## src/rtl/pci_pkg.sv

```systemverilog
`default_nettype none
// ============================================================================
// Module      : pci_pkg
// Description : Shared PCI initiator definitions: bus commands, active
//               signal levels, initiator state encoding and burst-length
//               clamping helper.
// Revision    : 1.0 - initial release
// ============================================================================
package pci_pkg;

  // PCI bus commands driven on CBE during the address phase
  localparam logic [3:0] CMD_MEM_READ  = 4'h6;
  localparam logic [3:0] CMD_MEM_WRITE = 4'h7;

  // Frame/Irdy/Devsel/Trdy are active-low on the bus
  localparam logic ACTIVE_LVL   = 1'b0;
  localparam logic INACTIVE_LVL = 1'b1;

  // Initiator bus-cycle states
  typedef enum logic [1:0] {
    IDLE = 2'd0,
    ADDR = 2'd1,
    DATA = 2'd2,
    TURN = 2'd3
  } state_t;

  // Requested length 0 means one phase; anything above the burst cap is cut
  function automatic int unsigned clamp_len(input int unsigned len,
                                            input int unsigned max_len);
    if (len == 0) return 1;
    if (len > max_len) return max_len;
    return len;
  endfunction

endpackage
`default_nettype wire

```

## src/rtl/pci_initiator.sv

```systemverilog
`default_nettype none
// ============================================================================
// Module      : pci_initiator
// Description : PCI bus master. Accepts one memory read/write burst request,
//               runs the address phase and up to MAX_BURST data phases,
//               returns read data and completion / master-abort status.
//               AD is split into AdOut/AdOe/AdIn; tristate lives above.
// Revision    : 1.0 - initial release
// ============================================================================
module pci_initiator
  import pci_pkg::*;
#(
  parameter int MAX_BURST      = 4,
  parameter int DEVSEL_TIMEOUT = 4,
  parameter int LEN_W          = 3
) (
  input  logic             Clock,
  input  logic             RST,
  input  logic             ReqValid,
  output logic             ReqReady,
  input  logic             ReqWrite,
  input  logic [31:0]      ReqAddr,
  input  logic [LEN_W-1:0] ReqLen,
  input  logic [3:0]       ReqBE,
  input  logic [31:0]      WrData,
  output logic             WrPop,
  output logic [31:0]      RdData,
  output logic             RdValid,
  output logic             Done,
  output logic             Abort,
  output logic             Frame,
  output logic             Irdy,
  output logic [3:0]       CBE,
  output logic [31:0]      AdOut,
  output logic             AdOe,
  input  logic [31:0]      AdIn,
  input  logic             Devsel,
  input  logic             Trdy
);

  localparam int                TMO_W      = $clog2(DEVSEL_TIMEOUT + 1);
  localparam logic [TMO_W-1:0]  c_tmo_last = TMO_W'(DEVSEL_TIMEOUT - 1);
  localparam logic [LEN_W-1:0]  c_len_one  = LEN_W'(1);
  localparam logic [LEN_W-1:0]  c_len_two  = LEN_W'(2);

  state_t             r_state;
  logic               r_write;
  logic [3:0]         r_be;
  logic [LEN_W-1:0]   r_remain;
  logic [TMO_W-1:0]   r_tmo;
  logic               r_claimed;
  logic               r_frame;
  logic               r_irdy;
  logic [3:0]         r_cbe;
  logic [31:0]        r_adout;
  logic               r_adoe;
  logic [31:0]        r_rddata;
  logic               r_rdvalid;
  logic               r_wrpop;
  logic               r_done;
  logic               r_abort;

  logic               w_req_ready;
  logic               w_xfer;
  logic               w_last;
  logic               w_tmo_hit;

  // Requests are only taken in IDLE and never while reset is applied
  assign w_req_ready = (r_state == IDLE) && RST;

  // A data phase completes only when all three handshake lines are asserted
  assign w_xfer = (r_state == DATA) && (r_irdy == ACTIVE_LVL) &&
                  (Trdy == ACTIVE_LVL) && (Devsel == ACTIVE_LVL);

  assign w_last = (r_remain == c_len_one);

  // Abort once the last unclaimed cycle before the timeout still sees no Devsel
  assign w_tmo_hit = (r_state == DATA) && !r_claimed &&
                     (Devsel == INACTIVE_LVL) && (r_tmo == c_tmo_last);

  assign ReqReady = w_req_ready;
  assign WrPop    = r_wrpop;
  assign RdData   = r_rddata;
  assign RdValid  = r_rdvalid;
  assign Done     = r_done;
  assign Abort    = r_abort;
  assign Frame    = r_frame;
  assign Irdy     = r_irdy;
  assign CBE      = r_cbe;
  assign AdOe     = r_adoe;
  // Write data passes straight through so the requester's current word is on AD
  assign AdOut    = ((r_state == DATA) && r_write) ? WrData : r_adout;

  // Bus-cycle sequencer with registered bus outputs and status pulses
  always_ff @(posedge Clock) begin
    if (!RST) begin
      r_state   <= IDLE;
      r_write   <= 1'b0;
      r_be      <= 4'h0;
      r_remain  <= '0;
      r_tmo     <= '0;
      r_claimed <= 1'b0;
      r_frame   <= INACTIVE_LVL;
      r_irdy    <= INACTIVE_LVL;
      r_cbe     <= 4'h0;
      r_adout   <= 32'h0;
      r_adoe    <= 1'b0;
      r_rddata  <= 32'h0;
      r_rdvalid <= 1'b0;
      r_wrpop   <= 1'b0;
      r_done    <= 1'b0;
      r_abort   <= 1'b0;
    end else begin
      r_rdvalid <= 1'b0;
      r_wrpop   <= 1'b0;
      r_done    <= 1'b0;
      r_abort   <= 1'b0;

      case (r_state)
        IDLE: begin
          if (ReqValid && w_req_ready) begin
            r_state   <= ADDR;
            r_write   <= ReqWrite;
            r_be      <= ReqBE;
            r_remain  <= LEN_W'(clamp_len(32'(ReqLen), MAX_BURST));
            r_tmo     <= '0;
            r_claimed <= 1'b0;
            r_frame   <= ACTIVE_LVL;
            r_irdy    <= INACTIVE_LVL;
            r_cbe     <= ReqWrite ? CMD_MEM_WRITE : CMD_MEM_READ;
            r_adout   <= ReqAddr;
            r_adoe    <= 1'b1;
          end
        end

        ADDR: begin
          r_state <= DATA;
          r_frame <= w_last ? INACTIVE_LVL : ACTIVE_LVL;
          r_irdy  <= ACTIVE_LVL;
          r_cbe   <= r_be;
          r_adout <= 32'h0;
          // Reads release AD here so the target owns it from the first data phase
          r_adoe  <= r_write;
        end

        DATA: begin
          if (Devsel == ACTIVE_LVL) begin
            r_claimed <= 1'b1;
          end else if (!r_claimed) begin
            r_tmo <= r_tmo + TMO_W'(1);
          end

          if (w_xfer) begin
            r_remain <= r_remain - c_len_one;
            if (r_write) begin
              r_wrpop <= 1'b1;
            end else begin
              r_rddata  <= AdIn;
              r_rdvalid <= 1'b1;
            end
            if (w_last) begin
              r_done  <= 1'b1;
              r_state <= TURN;
              r_frame <= INACTIVE_LVL;
              r_irdy  <= INACTIVE_LVL;
              r_adoe  <= 1'b0;
              r_cbe   <= 4'h0;
            end else begin
              // Frame is released for the final data phase
              r_frame <= (r_remain == c_len_two) ? INACTIVE_LVL : ACTIVE_LVL;
            end
          end else if (w_tmo_hit) begin
            r_abort <= 1'b1;
            r_state <= TURN;
            r_frame <= INACTIVE_LVL;
            r_irdy  <= INACTIVE_LVL;
            r_adoe  <= 1'b0;
            r_cbe   <= 4'h0;
          end
        end

        TURN: begin
          r_state <= IDLE;
          r_frame <= INACTIVE_LVL;
          r_irdy  <= INACTIVE_LVL;
          r_adoe  <= 1'b0;
          r_cbe   <= 4'h0;
          r_adout <= 32'h0;
        end

        default: begin
          r_state <= IDLE;
        end
      endcase
    end
  end

endmodule
`default_nettype wire
```

## config.mk

```make
export PLATFORM = sky130hd
export DESIGN_NAME = pci_initiator
export DESIGN_NICKNAME = d
export VERILOG_FILES = /design/src/rtl/pci_pkg.sv /design/src/rtl/pci_initiator.sv
export SDC_FILE = /design/constraint.sdc
export NUM_CORES = 1
export LEC_CHECK = 0
export ABC_CLOCK_PERIOD_IN_PS = 2300
export BUFFER_PORTS_ARGS = -buffer_cell sky130_fd_sc_hd__buf_2
export CAP_MARGIN = 20
export CORE_ASPECT_RATIO = 0.75
export CORE_UTILIZATION = 42
export DETAILED_ROUTE_END_ITERATION = 8
export PLACE_DENSITY = 0.8
export RECOVER_POWER = 100
export SYNTH_ARGS = -nofsm -noshare
export SYNTH_HDL_FRONTEND = slang
export SYNTH_SLANG_ARGS = --single-unit
```

## constraint.sdc

```tcl
create_clock -name Clock -period 2.3 [get_ports Clock]
set_clock_uncertainty 0.15 [all_clocks]
set_input_delay 0.46 -clock Clock [delete_from_list [all_inputs] [get_ports Clock]]
set_output_delay 0.46 -clock Clock [all_outputs]
set_load 0.005 [all_outputs]
```

# After elaboration in Yosys (flattened, before gate mapping)
# Cells that the tools add are included.
totals:
  regBits: 89
  word_cells: 117
op_classes:
  add_sub_neg: 2
  magnitude_cmp: 1
  n_eq_ne: 13
  mux: 54
  bitwise: 6
  reduce_logical: 25
ops:
  columns: ["op", "n"]
  rows:
  - ["2-to-1 mux 32 bit", 2]
  - ["case mux 32 bit (2 select lines)", 1]
  - ["2-to-1 mux 1 bit", 27]
  - ["2-to-1 mux 3 bit", 8]
  - ["2-to-1 mux 4 bit", 4]
  - ["case mux 4 bit (4 select lines)", 1]
  - ["AND reduction 3 bit", 5]
  - ["case mux 1 bit (4 select lines)", 3]
  - ["case mux 3 bit (2 select lines)", 2]
  - ["logical AND 1 bit", 9]
  - ["2-to-1 mux 2 bit", 4]
  - ["inequality test 2 bit (second input constant)", 4]
  - ["case mux 2 bit (4 select lines)", 1]
  - ["equality test 3 x 2 -> 1 bit (second input constant)", 2]
  - ["inequality test 3 bit (second input constant)", 2]
  - ["NOT 1 bit", 6]
  - ["AND reduction 2 bit", 3]
  - ["equality test 2 bit (second input constant)", 2]
  - ["AND reduction 4 bit", 1]
  - ["nonzero test 2 bit", 2]
  - ["adder 3 x 1 -> 3 bit (second input constant)", 1]
  - ["equality test 3 x 1 -> 1 bit (second input constant)", 1]
  - ["greater-than comparator 3 bit (second input constant)", 1]
  - ["zero test 3 bit", 1]
  - ["other kinds (8)", 8]

# Longest topological paths before layout
depth:
  word_depth: 14
  mapped_depth: 9
  ltp_nobuf: 6

# Worst setup path before layout
# Ideal clock, no wire load.
synth_path:
  path_kind: "reg2out"
  from: "reg r_state[0]"
  to: "out AdOut[10]"
  arrival_time_ns: 1.615
  required_time_ns: 1.690
  setup_slack_ns: 0.075
  path_stages_with_launch: 7
  cell_sequence: "dfxtp_1 -> inv_1 -> ha_1 -> buf_4 -> nand2_1 -> buf_1 -> mux2_2"
synth_via:
  elab_chain_len: 3
synth_rtl:
  columns: ["item", "line", "source"]
  rows:
  - ["start, declared", "pci_initiator.sv:46", "state_t r_state;"]
  - ["start signal, assigned", "pci_initiator.sv:97", "r_state <= IDLE;"]
  - ["start signal, assigned", "pci_initiator.sv:122", "r_state <= ADDR;"]
  - ["start signal, assigned", "pci_initiator.sv:137", "r_state <= DATA;"]
  - ["equality test 2 bit", "pci_initiator.sv:92", "assign AdOut = ((r_state == DATA) && r_write) ? WrData : r_adout;"]
  - ["logical AND 1 bit", "pci_initiator.sv:92", null]
  - ["2-to-1 mux 32 bit", "pci_initiator.sv:92", null]
  - ["end, declared", "pci_initiator.sv:34", "output logic [31:0] AdOut,"]
# No other way between the ends.

# Final worst setup path
layout_path:
  from: "reg r_state[0]"
  to: "out AdOut[17]"
# Same word-level chain as after synthesis.

==> results.md <==
* flip-flops — CP top delay family
* 0.5780 — Slew headroom
* 16,700 um — global-route wire length before repair
* sky130_fd_sc_hd__dfxtp_2 — cell type of the slowest stage on the worst timing path
* 0.5018 mV — Max VDD drop
* 42 — largest net degree at the start of global routing
* yes — CTS tree
* 0.2180 — total routing resource utilization after global routing
* 4.887 mW — total chip power
* output port — endpoint type of the worst setup path
* 0 — number of antenna violations at the first check in global routing
* 3,579 — vias in the first global route
* 449.0 MHz — maximum frequency from static timing analysis
* sky130_fd_sc_hd__buf_2, sky130_fd_sc_hd__dfxtp_1, sky130_fd_sc_hd__nand2_1 — highest-count cells in the layout ignoring fill and taps
* 0.9684 — portion of the clock cycle consumed by the worst path in the final layout
* 0 — number of hold-repair buffers added at the cts stage
* 44 — Cell variety after synth
* sky130_fd_sc_hd__dfxtp_1 — Post-synth top flop
* 89 — Synth Register Bits
* 0 — number of enable-type register cells in the synthesized netlist
* 0.3730 — fraction of final layout cells with drive strength greater than 1
* finished clean — status
* 320 ps — clk_lat worst skew
* 14.52 um — Routed wire per std cell
* 0 — remaining design rule violation count
* 265 — initial drt markers
* 0 — global route overflow
* sky130_fd_sc_hd__clkbuf_16 — clock root cell
* 748 — final-layout fill cell count
* 1690 ps — required time of the critical path
* 85.04 um — vertical die dimension
* 10,600 um — final routed wirelength across all metal layers
* 5.214 — Vias/cell
* 112.7 um — die extent in x
* 3,806 — DR vias
* 0 — ANT nets after route
* 360 ps — crit-path max cell delay
* 2227 ps — time the final worst path needs with I/O delays and setup
* 3 — Crit path buffers/inverters
* 914.1 mW/mm2 — power per cell area
* 0 — final setup vio count
* 0 — fraction of registers with async set or reset after synthesis
* 737 — final net count
* 7408 um — half-perimeter wire length of the detailed placement result
* 29 — number of cell rows
* 0.8680 — Final Wtd Congestion
* in -> reg — path class of the lowest-slack min-delay path
* 632.0 ps — slew at the pin closest to its max-slew limit
* no — unrepaired setup endpoints after global routing
* 0.008672 mm2 — placeable core region
* 0.4452 — Starting Density
* 0 ps — Setup TNS Final
* 9 — number of buffers created by CTS
* 38.46% — area growth from synthesis to layout
* 184 — count of buffers from port buffering
* 89 — CTS Sinks
* 0.4614 — proportion of synthesized chip area in sequential cells
* 8.856 um2 — Avg Synthesized Cell Area
* 0 — Max Slew Vio Count
* 0 — max-cap check violation count
* flop — startpoint class of the critical path
* 3 — CTS HTree Levels
* 0 — # diodes
* 1620 ps — critical path data arrival time
* 2.387 nW — leakage power
* reg -> out — classification of the worst setup path
* 0.003861 mm2 — cell area after synthesis
* sky130_fd_sc_hd__buf_2 — most common library cell in the layout ignoring fill and taps
* 0 — final hold violations
* inv_4, ha_4, nand2_8, buf_12, mux2_2, buf_2 — crit-path cells
* 555 — post-synthesis net count
* 436 — synthesized instance count
* 2 — clock buffer depth
* 8 — Worst Path Max Fanout
* 4 — DR pass1 iterations
* 0.009585 mm2 — full die area
* 0 — number of warning messages in the yosys log
* 185 — I/O Pins
* 60 ps — clock transition time at the flip-flop clock pins of the worst setup and hold paths
-- flip-flops by register name, summed over array words and instances, names as in the netlist --
register and flops:
RdData 32, r_be 4, Abort 1, r_adout 32, WrPop 1, r_remain 3
r_write 1, Done 1, r_claimed 1, Irdy 1, RdValid 1, r_state 2
Frame 1, CBE 4, AdOe 1, r_tmo 3
-- kinds of logic (layout without fill, tap and decap cells) --
kind of cell               count (synthesis)  count (layout)  share of synthesized area
AOI/OAI and AO/OA                        103             103                     0.1701
adders and majority gates                 10              10                    0.03240
buffers and inverters                     39             225                    0.04925
DFF                                       89              89                     0.4614
muxes                                     36              36                     0.1043
and+or+nand+nor                          159             159                     0.1824
-- power by group --
part / total [mW] / leakage (nW) / internal (mW) / switching (mW)
clock network: 1.56 / 0.152 / 0.980 / 0.583
logic: 1.47 / 1.51 / 0.693 / 0.780
registers: 1.85 / 0.723 / 1.73 / 0.124
total: 4.89 / 2.39 / 3.40 / 1.49
-- worst register-to-register path, delay by kind of cell (launching register included) --
family                   cells  cell delay [ps]
AO/OA/AOI/OAI                1              220
flip-flops                   1              360
buffers and inverters        2              270
adder cells (fa/ha/maj)      1              240
multiplexers                 1              390
AND/OR/NAND/NOR              2              510
-- path summary, 6_finish.rpt --
check                  start  slack (ps)  depth (start not counted)         end
setup reg to reg  r_state[1]         110                          7    r_tmo[0]
setup / recovery  r_state[0]          70                          6   AdOut[17]
hold / removal      ReqBE[3]         170                          3     r_be[3]
hold reg to reg   RdData[17]         310                          2  RdData[17]
-- layer usage --
layer  global-route usage  vias to the layer above  share of wire  routed length [um]
met2               0.3793                      184           0.47                4974
met5                    0                        -              0                   0
met3              0.05714                       16          0.078                 831
met4              0.06788                        0          0.018                 196
li1                     -                     1871              -                   -
met1               0.2644                     1735           0.43                4597
-- stage by stage --
step | worst slack (ps) | hold WS (ps) | utilization | area (um2) | std cells
3_5_place_dp | 121.4 | 297.2 | 0.5664 | 4912 | 708
3_3_place_gp | 179.4 | 289.2 | 0.5664 | 4912 | 708
4_1_cts | 10.40 | 157.2 | 0.6306 | 5469 | 732
6_report | 72.74 | 166.8 | 0.6165 | 5346 | 730
2_1_floorplan | 75.45 | 284.1 | - | 3861 | 436
5_1_grt | 21.04 | 176.4 | 0.6165 | 5346 | 730
-- synth_stat cells (all sizes together), types with 3 or more instances --
master	count	area (um2)
a311oi	4	35.03
nand2b	3	18.77
dfxtp	89	1782
nand3b	3	22.52
ha	10	125.1
nor3	5	30.03
nor2b	4	25.02
a22oi	32	240.2
buf	17	107.6
o21ai	11	55.05
clkbuf	15	56.30
nand2	85	319.1
a21oi	40	200.2
inv	7	26.28
nor2	44	191.4
and3	3	18.77
nand3	7	35.03
mux2	34	382.9
a31oi	4	25.02
-- area by class of cell --
| type | count | area, um2 | area share |
|---|---|---|---|
| Inverter | 7 | 28.78 | 0.005383 |
| Sequential cell | 89 | 1787 | 0.3342 |
| Clock inverter | 4 | 76.32 | 0.01428 |
| Clock buffer | 11 | 242.7 | 0.04540 |
| Multi-Input combinational cell | 308 | 1959 | 0.3665 |
| Timing Repair Buffer | 203 | 1117 | 0.2090 |
| Tap cell | 108 | 135.1 | 0.02528 |
-- repair_timing --
item,4_1_cts,5_1_grt
buffers inserted,7,0
cloned,3,0
setup endpoints to repair,32,28
pin swaps,2,0
gates resized for setup,24,8
hold endpoints to repair,0,0
Note: power is estimated with default switching activity, not from simulation.
